--- config.mk ---
export PLATFORM = sky130hd
export DESIGN_NAME = dma_copy_engine
export DESIGN_NICKNAME = d
export VERILOG_FILES = /design/src/rtl/dma_copy_engine.sv
export SDC_FILE = /design/constraint.sdc
export NUM_CORES = 1
export LEC_CHECK = 0
export ABC_AREA = 1
export CORE_ASPECT_RATIO = 0.9
export CORE_MARGIN = 2
export CORE_UTILIZATION = 44
export CTS_CLUSTER_DIAMETER = 40
export CTS_CLUSTER_SIZE = 28
export DETAILED_ROUTE_END_ITERATION = 6
export DONT_BUFFER_PORTS = 1
export GPL_TIMING_DRIVEN = 0
export PLACE_DENSITY_LB_ADDON = 0.2
export SLEW_MARGIN = 15
export SYNTH_ARGS = -nofsm -noshare
export SYNTH_HDL_FRONTEND = slang
export SYNTH_SLANG_ARGS = --single-unit
--- constraint.sdc ---
create_clock -name clk -period 6 [get_ports clk]
set_input_delay 1.2 -clock clk [delete_from_list [all_inputs] [get_ports clk]]
set_output_delay 1.2 -clock clk [all_outputs]
set_load 0.05 [all_outputs]
--- src/rtl/dma_copy_engine.sv ---
// dma_copy_engine: bus-master fill/copy engine for the SRAM controller DmaBus port.
// Moves 16-bit words (fill with a constant, or copy src->dst) one word at a time,
// holding dma_req for the whole transfer and keeping read and write strobes apart.
// Optional feature macro: DMA_CRC_EN adds a CRC-16/CCITT of every written word.
// All state advances on the falling edge of clk; reset is asynchronous, active low.
module dma_copy_engine #(
  parameter int unsigned RD_CYC = 2,
  parameter int unsigned WR_CYC = 2,
  parameter int unsigned LEN_W  = 16
) (
  input  logic             clk,
  input  logic             rst_n,
  input  logic             start,
  input  logic             mode,
  input  logic [22:0]      src_addr,
  input  logic [22:0]      dst_addr,
  input  logic [LEN_W-1:0] len,
  input  logic [15:0]      fill_val,
  input  logic             abort,
  input  logic [15:0]      mem_dati,
  output logic             dma_req,
  output logic             dma_oe,
  output logic             dma_we_lo,
  output logic             dma_we_hi,
  output logic [22:0]      dma_addr,
  output logic [15:0]      dma_dato,
  output logic             busy,
  output logic             done,
  output logic             aborted,
  output logic [LEN_W-1:0] words_left
`ifdef DMA_CRC_EN
  ,
  output logic [15:0]      crc
`endif
);

  localparam int unsigned CYC_MAX = (RD_CYC > WR_CYC) ? RD_CYC : WR_CYC;
  localparam int unsigned CNT_W   = (CYC_MAX > 1) ? $clog2(CYC_MAX) : 1;
  localparam logic [CNT_W-1:0] RD_LAST = CNT_W'(RD_CYC - 1);
  localparam logic [CNT_W-1:0] WR_LAST = CNT_W'(WR_CYC - 1);

  typedef enum logic [2:0] {
    S_IDLE,
    S_RD,
    S_TA,
    S_WR,
    S_GAP,
    S_FIN
  } state_t;

  state_t           state;
  state_t           state_n;

  // Word addresses; the byte address is always {word, 1'b0}, so wrap is free.
  logic [21:0]      src_w;
  logic [21:0]      dst_w;
  logic [15:0]      data_q;
  logic [CNT_W-1:0] cnt;
  logic [LEN_W-1:0] wl;
  logic             mode_q;
  logic             abort_pend;
  logic             busy_q;
  logic             req_q;
  logic             done_q;
  logic             aborted_q;

  logic [LEN_W-1:0] wl_dec;
  logic             stop_req;
  logic             unused_addr_lsb;

  assign wl_dec          = wl - LEN_W'(1);
  assign stop_req        = abort_pend | abort;
  assign unused_addr_lsb = src_addr[0] ^ dst_addr[0];

`ifdef DMA_CRC_EN
  logic [15:0] crc_q;

  function automatic logic [15:0] crc16_word(input logic [15:0] c, input logic [15:0] d);
    logic [15:0] r;
    logic [15:0] dd;
    r  = c;
    dd = d;
    for (int unsigned i = 0; i < 16; i++) begin
      if (r[15] ^ dd[15]) r = {r[14:0], 1'b0} ^ 16'h1021;
      else                r = {r[14:0], 1'b0};
      dd = {dd[14:0], 1'b0};
    end
    return r;
  endfunction

  assign crc = crc_q;
`endif

  assign dma_req    = req_q;
  assign busy       = busy_q;
  assign done       = done_q;
  assign aborted    = aborted_q;
  assign words_left = wl;

  // State register.
  always_ff @(negedge clk or negedge rst_n) begin
    if (!rst_n) state <= S_IDLE;
    else        state <= state_n;
  end

  // Next-state decode and per-state bus strobes/address/data.
  always_comb begin
    state_n   = state;
    dma_oe    = 1'b0;
    dma_we_lo = 1'b0;
    dma_we_hi = 1'b0;
    dma_addr  = '0;
    dma_dato  = '0;
    case (state)
      S_IDLE: begin
        if (start) begin
          if (len == '0)  state_n = S_FIN;
          else if (mode)  state_n = S_RD;
          else            state_n = S_WR;
        end
      end
      S_RD: begin
        dma_oe   = 1'b1;
        dma_addr = {src_w, 1'b0};
        if (cnt == RD_LAST) state_n = S_TA;
      end
      S_TA: begin
        dma_addr = {dst_w, 1'b0};
        dma_dato = data_q;
        state_n  = S_WR;
      end
      S_WR: begin
        dma_we_lo = 1'b1;
        dma_we_hi = 1'b1;
        dma_addr  = {dst_w, 1'b0};
        dma_dato  = data_q;
        if (cnt == WR_LAST) state_n = S_GAP;
      end
      S_GAP: begin
        dma_addr = {dst_w, 1'b0};
        dma_dato = data_q;
        if (wl_dec == '0 || stop_req) state_n = S_FIN;
        else if (mode_q)              state_n = S_RD;
        else                          state_n = S_WR;
      end
      S_FIN: begin
        state_n = S_IDLE;
      end
      default: begin
        state_n = S_IDLE;
      end
    endcase
  end

  // Command latch, word datapath, counters and status flags.
  // busy/dma_req are flops so a zero-length command still shows one busy clock
  // (in FIN); for real transfers they drop on the GAP->FIN edge.
  always_ff @(negedge clk or negedge rst_n) begin
    if (!rst_n) begin
      src_w      <= '0;
      dst_w      <= '0;
      data_q     <= '0;
      cnt        <= '0;
      wl         <= '0;
      mode_q     <= 1'b0;
      abort_pend <= 1'b0;
      busy_q     <= 1'b0;
      req_q      <= 1'b0;
      done_q     <= 1'b0;
      aborted_q  <= 1'b0;
`ifdef DMA_CRC_EN
      crc_q      <= 16'hFFFF;
`endif
    end else begin
      done_q <= (state == S_FIN);
      if (busy_q && abort) abort_pend <= 1'b1;
      case (state)
        S_IDLE: begin
          if (start) begin
            src_w      <= src_addr[22:1];
            dst_w      <= dst_addr[22:1];
            wl         <= len;
            mode_q     <= mode;
            data_q     <= fill_val;
            cnt        <= '0;
            busy_q     <= 1'b1;
            req_q      <= 1'b1;
            aborted_q  <= 1'b0;
            abort_pend <= 1'b0;
`ifdef DMA_CRC_EN
            crc_q      <= 16'hFFFF;
`endif
          end
        end
        S_RD: begin
          if (cnt == RD_LAST) begin
            data_q <= mem_dati;
            cnt    <= '0;
          end else begin
            cnt <= cnt + CNT_W'(1);
          end
        end
        S_WR: begin
          if (cnt == WR_LAST) cnt <= '0;
          else                cnt <= cnt + CNT_W'(1);
        end
        S_GAP: begin
          src_w <= src_w + 22'd1;
          dst_w <= dst_w + 22'd1;
          wl    <= wl_dec;
`ifdef DMA_CRC_EN
          crc_q <= crc16_word(crc_q, data_q);
`endif
          if (state_n == S_FIN) begin
            busy_q    <= 1'b0;
            req_q     <= 1'b0;
            aborted_q <= (wl_dec != '0);
          end
        end
        S_FIN: begin
          busy_q <= 1'b0;
          req_q  <= 1'b0;
        end
        default: begin
        end
      endcase
    end
  end

endmodule

==> impl_metrics.json, run 1 <==
{
  "end_kind": "output port",
  "drt-total-wl_mm": 19.1,
  "coreArea_sq_um": 12600,
  "die_x_um": 123,
  "maxSlewViolCount": 0,
  "max-cap-violations": 0,
  "antenna_cells": 0,
  "first_pass_iters": 5,
  "critical_path_class": "register to output port",
  "async_flop_share_pct": 100,
  "tightest_slew_ns": 0.749,
  "cts_tree": "yes",
  "netlist_instances": 791,
  "port_buffers": 0,
  "critPathLaunchType": "register",
  "ys.warnings.count": 0,
  "yosys-top-cells-area": "dfrtn_1, nand2_1, inv_1",
  "final_cells": 986,
  "cts_buffers": 9,
  "rsz0062_at_grt": "true",
  "yosysUniqueCellTypes": 40,
  "hold_class": "register to register",
  "clock_latency_ns": 0.35,
  "drc": 0,
  "hold_viol": 0,
  "grt_pass1_vias": 5572,
  "cts_buffer_depth": 2,
  "synth_commonest_cells": "nand2_1, inv_1, nor2_1",
  "setup_ws_ns": -0.0565,
  "drive_gt1_share_pct": 18.0,
  "postCtsHoldBufs": 0,
  "fill_cells": 1204,
  "post_drt_wl_per_cell_um": 19.4,
  "dp.cells": 955,
  "synth_edf_count": 0,
  "drtIter0Drc": 351,
  "via_per_inst": 5.70,
  "cts.sink_count": 85,
  "violations": "setup timing",
  "cp_common_cell": "nor2_4",
  "grt.overflow.total": 0,
  "synth_top_area_share_pct": 37.7,
  "avgSynthCellArea_sq_um": 7.13,
  "grt_usage_pct": 28.2,
  "detail-route-antenna-nets": 0,
  "crit_path_max_incr_delay_ns": 0.50,
  "dieArea_sq_um": 13700,
  "yosys.area.top_type": "dfrtn_1",
  "areaGrowthSynthToFinish_pct": 21.7,
  "gp_congestion": 0.951,
  "clkSlewWorstSetupHoldPaths_ns": 0.05,
  "grt_pass1_wl_mm": 29.5,
  "h-tree-depth": 3,
  "root_buffer": "clkbuf_16",
  "grt_max_degree": 86,
  "vias": 5621,
  "ys_seq_elements": 85,
  "dpl_worst_slack_ns": -0.673,
  "cp.arrival_ns": 4.86,
  "antenna_found_initial": 0,
  "synth_ff_type": "dfrtn_1",
  "die_y_um": 111,
  "relSlewSlack_pct": 50.0,
  "status": "complete, but fails checks",
  "dp_hpwl_mm": 14.0,
  "crit_chain": "nand2_2 > nor2_4 > nor2_4 > buf_6 > clkbuf_16 > o22ai_4",
  "io_pins": 161,
  "nets": 920,
  "synth_area_sq_um": 5640,
  "critPathRequiredTime_ns": 4.80,
  "path_max_fanout": 5,
  "cpMaxStageDelayCell": "dfrtn_1",
  "setup_viol": 21,
  "start_util_pct": 44.8,
  "yosysSeqAreaShare_pct": 37.7,
  "fin_skew_ns": 0.00373,
  "syn_nets": 894,
  "row_count": 39,
  "yosysMostFrequentCell": "nand2_1"
}
final cells by class:
class                      count  area (sq um)  share of cell area (%)
clock inverter                 4          22.5                   0.328
tap                          164           205                    2.99
inverter                     122           458                    6.68
clock buffer                  12           256                    3.74
sequential                    85          2130                    31.0
multi-input combinational    548          3340                    48.7
timing repair buffer          16           179                    2.61
buffer                        35           272                    3.96
worst max-delay path, delay by kind of cell (launching register included):
kind / cells / cell delay [ns]
flip-flops: 1 / 0.50
AND/OR/NAND/NOR: 3 / 0.32
buffers and inverters: 2 / 0.30
AO/OA/AOI/OAI: 1 / 0.39
worst paths after layout:
check | startpoint | slack [ns] | cells past startpoint | endpoint
setup / recovery | state[2] | -0.06 | 6 | dma_addr[10]
setup reg to reg | words_left[0] | 3.22 | 18 | dma_req
max in group asynchronous | rst_n | 2.41 | 0 | words_left[10]
hold / removal | mode_q | 0.47 | 2 | mode_q
hold reg to reg | mode_q | 0.47 | 2 | mode_q
min in group asynchronous | rst_n | 3.43 | 0 | dst_w[14]
cells by family (layout without fill, tap and decap cells):
| group | after synthesis | in the layout | synth area share (%) |
|---|---|---|---|
| simple gates | 356 | 356 | 28.9 |
| flops | 85 | 85 | 37.7 |
| buf+inv | 158 | 189 | 11.1 |
| xor+xnor | 19 | 19 | 2.95 |
| other cells | 1 | 1 | 0.0665 |
| fa+ha+maj | 4 | 4 | 0.888 |
| compound gates | 168 | 168 | 18.4 |
sequential cells by signal, indices dropped and copies added (netlist names):
register	cells
abort_pend	1
aborted	1
cnt	1
data_q	16
dma_req	1
done	1
dst_w	22
mode_q	1
src_w	22
state	3
words_left	16
per-layer routing:
metal / GRT usage, % / vias to the layer above / part of all wire (%)
met2: 44.0 / 240 / 46
met1: 35.7 / 2678 / 41
li1: - / 2669 / -
met5: 0 / - / 0
met3: 12.2 / 34 / 11
met4: 7.73 / 0 / 2.3
stage by stage:
stage	util, %	instance area (sq um)	TNS [ns]	hold slack, ns
2_1_floorplan	-	5920	-0.868	0.417
3_3_place_gp	48.6	6120	-10.86	0.460
3_5_place_dp	48.6	6120	-11.82	0.470
4_1_cts	53.2	6700	-2.74	0.470
5_1_grt	54.5	6860	-2.17	0.484
6_report	54.5	6860	-0.541	0.467
cells in the final DEF, fill, tap and decap left out, drive strengths merged:
cell type  instances
and2               1
xor2              18
conb               1
ha                 4
nand3             32
nand4             12
a32o               2
xnor2              1
nand3b             1
a31oi             17
buf               33
o311ai             6
nor2             116
o221ai            14
o22ai             32
nor4               6
o21ai             53
or2                2
nand2            167
nor3              19
clkinvlp           1
a22oi             10
o21a               1
o211ai             7
a21oi             23
inv              121
clkbuf            30
dfrtn             85
clkinv             4
o31ai              3
timing repair:
action	CTS	global route
setup buffers	9	4
gates resized for setup	60	25
endpoints found under the setup margin	41	39
cloned	1	2
pin swaps	10	14
Power of run 1 is left out: the tool's default activity adds up to more than one toggle a clock period on the data nets, which glitch-free logic cannot reach.
==> run 2: changes to the inputs <==
--- a/config.mk
+++ b/config.mk
@@ -15,6 +15,7 @@
 export DONT_BUFFER_PORTS = 1
 export GPL_TIMING_DRIVEN = 0
 export PLACE_DENSITY_LB_ADDON = 0.2
+export SKIP_LAST_GASP = 1
 export SLEW_MARGIN = 15
 export SYNTH_ARGS = -nofsm -noshare
 export SYNTH_HDL_FRONTEND = slang
==> impl_metrics.json, run 2 (synthesis gave the netlist of run 1 again) <==
{
  "die_y_um": 111,
  "grt_pass1_wl_mm": 29.5,
  "antenna_cells": 0,
  "crit_path_max_incr_delay_ns": 0.44,
  "r2r-start": "words_left[0]",
  "final_cell_mix": "nand2_1, inv_1, dfrtn_1, nor2_1, o21ai_0",
  "cpMaxStageDelayCell": "dfrtn_1",
  "dp_hpwl_mm": 14.0,
  "rsz0062_at_grt": "true",
  "first_pass_iters": 5,
  "status": "complete, but fails checks",
  "max-cap-violations": 0,
  "die_x_um": 123,
  "areaGrowthSynthToFinish_pct": 21.3,
  "end_kind": "output port",
  "critPathLaunchType": "register",
  "violations": "setup timing",
  "post_drt_wl_per_cell_um": 19.3,
  "row_count": 39,
  "critPathRequiredTime_ns": 4.80,
  "cts.sink_count": 85,
  "postCtsHoldBufs": 0,
  "r2r_slack_ns": 3.20,
  "relSlewSlack_pct": 50.5,
  "port_buffers": 0,
  "fin_skew_ns": 0.00311,
  "holdPathEnd": "state[1]",
  "setup_viol": 21,
  "mostFrequentLayoutCell": "nand2_1",
  "grt_max_degree": 86,
  "coreArea_sq_um": 12600,
  "placedInstanceArea_sq_um": 6120,
  "whs_ns": 0.460,
  "setup_ws_ns": -0.0710,
  "min_delay_path_depth": 3,
  "grt.overflow.total": 0,
  "tightest_slew_ns": 0.743,
  "drt-total-wl_mm": 19.0,
  "holdCritStartpoint": "mode_q",
  "via_per_inst": 5.64,
  "cp_common_cell": "inv_2",
  "clock_latency_ns": 0.35,
  "crit_chain": "inv_2 > nor2_2 > inv_2 > nor2_4 > inv_2 > buf_8 > clkbuf_16 > o22ai_4",
  "drc": 0,
  "cts_tree": "yes",
  "cts_buffer_depth": 2,
  "drive_gt1_share_pct": 18.0,
  "fin_setup_tns_ns": -0.574,
  "reg_top3": "dst_w: 22 flops, src_w: 22 flops",
  "dieArea_sq_um": 13700,
  "fill_cells": 1209,
  "drtIter0Drc": 349,
  "gp_congestion": 0.951,
  "hold_viol": 0,
  "stdcell_area_sq_um": 6840,
  "rr_endpoint": "dma_req",
  "cp.arrival_ns": 4.87,
  "clkSlewWorstSetupHoldPaths_ns": 0.05,
  "path_buf_inv": 5,
  "nets": 920,
  "path_max_fanout": 5,
  "critPathTopFamily": "buffers and inverters",
  "detail-route-antenna-nets": 0,
  "h-tree-depth": 3,
  "grt_usage_pct": 28.2,
  "antenna_found_initial": 0,
  "grt_pass1_vias": 5566,
  "cts_buffers": 9,
  "vias": 5560,
  "io_pins": 161,
  "r2r_cells": 18,
  "critical_path_class": "register to output port",
  "start_util_pct": 44.8,
  "hold_class": "register to register",
  "maxSlewViolCount": 0,
  "root_buffer": "clkbuf_16",
  "final_util_pct": 54.3
}
[run 2: cell count changes in the layout (fill, tap and decap cells not counted)]
cell / delta
buf_8: +1
buf_4: +2
buf_12: -2
clkbuf_4: -1
buf_2: +1
buf_6: -1
[run 2: how the worst max path moves through the flow]
stage | start | end | slack, ns | cells past startpoint
CTS | state[2] | dma_dato[5] | -0.11 | 5
global placement | state[2] | dma_addr[18] | -0.66 | 6
detailed placement | state[1] | dma_addr[18] | -0.67 | 7
floorplan | state[2] | dma_dato[0] | -0.11 | 5
finish | state[0] | dma_addr[11] | -0.07 | 8
global route | state[0] | dma_addr[11] | -0.15 | 8
[run 2: through the flow]
step           setup slack, ns  instances
3_5_place_dp            -0.673        955
6_report               -0.0710        986
5_1_grt                 -0.150        986
2_1_floorplan           -0.113        791
3_3_place_gp            -0.661        955
4_1_cts                 -0.108        980
[run 2: metal layers]
metal | track usage, % | wire length [um]
met5 | 0 | 0
met4 | 7.65 | 421
met2 | 44.0 | 8780
met3 | 12.2 | 2060
met1 | 35.7 | 7760
[run 2: tightest hold or removal path, stage by stage (launching register included)]
cell and delay, ns:
dfrtn_1 0.32, inv_1 0.07, nand3_1 0.08, nand4_1 0.07
[run 2: area by class of cell]
type                       count  area, sq um  share of cell area, %
multi-input combinational    548         3340                   48.9
inverter                     122          458                   6.70
sequential                    85         2130                   31.1
timing repair buffer          17          183                   2.67
clock buffer                  12          256                   3.75
buffer                        34          244                   3.57
clock inverter                 4         22.5                  0.329
tap                          164          205                   3.00
[run 2: repair_timing]
item	4_1_cts	5_1_grt
pin swaps	10	13
endpoints found under the setup margin	41	39
buffers inserted	9	5
resized for setup	56	24
gates cloned	1	2
Power of run 2 is left out for the same reason.
==> run 3: changes to the inputs <==
--- a/config.mk
+++ b/config.mk
@@ -10,7 +10,6 @@
 export CORE_MARGIN = 2
 export CORE_UTILIZATION = 44
 export CTS_CLUSTER_DIAMETER = 40
-export CTS_CLUSTER_SIZE = 28
 export DETAILED_ROUTE_END_ITERATION = 6
 export DONT_BUFFER_PORTS = 1
 export GPL_TIMING_DRIVEN = 0
==> results of run 3 <==
The final DEF is identical to that of run 2; final timing and power are the same.
Power of run 3 is left out for the same reason.
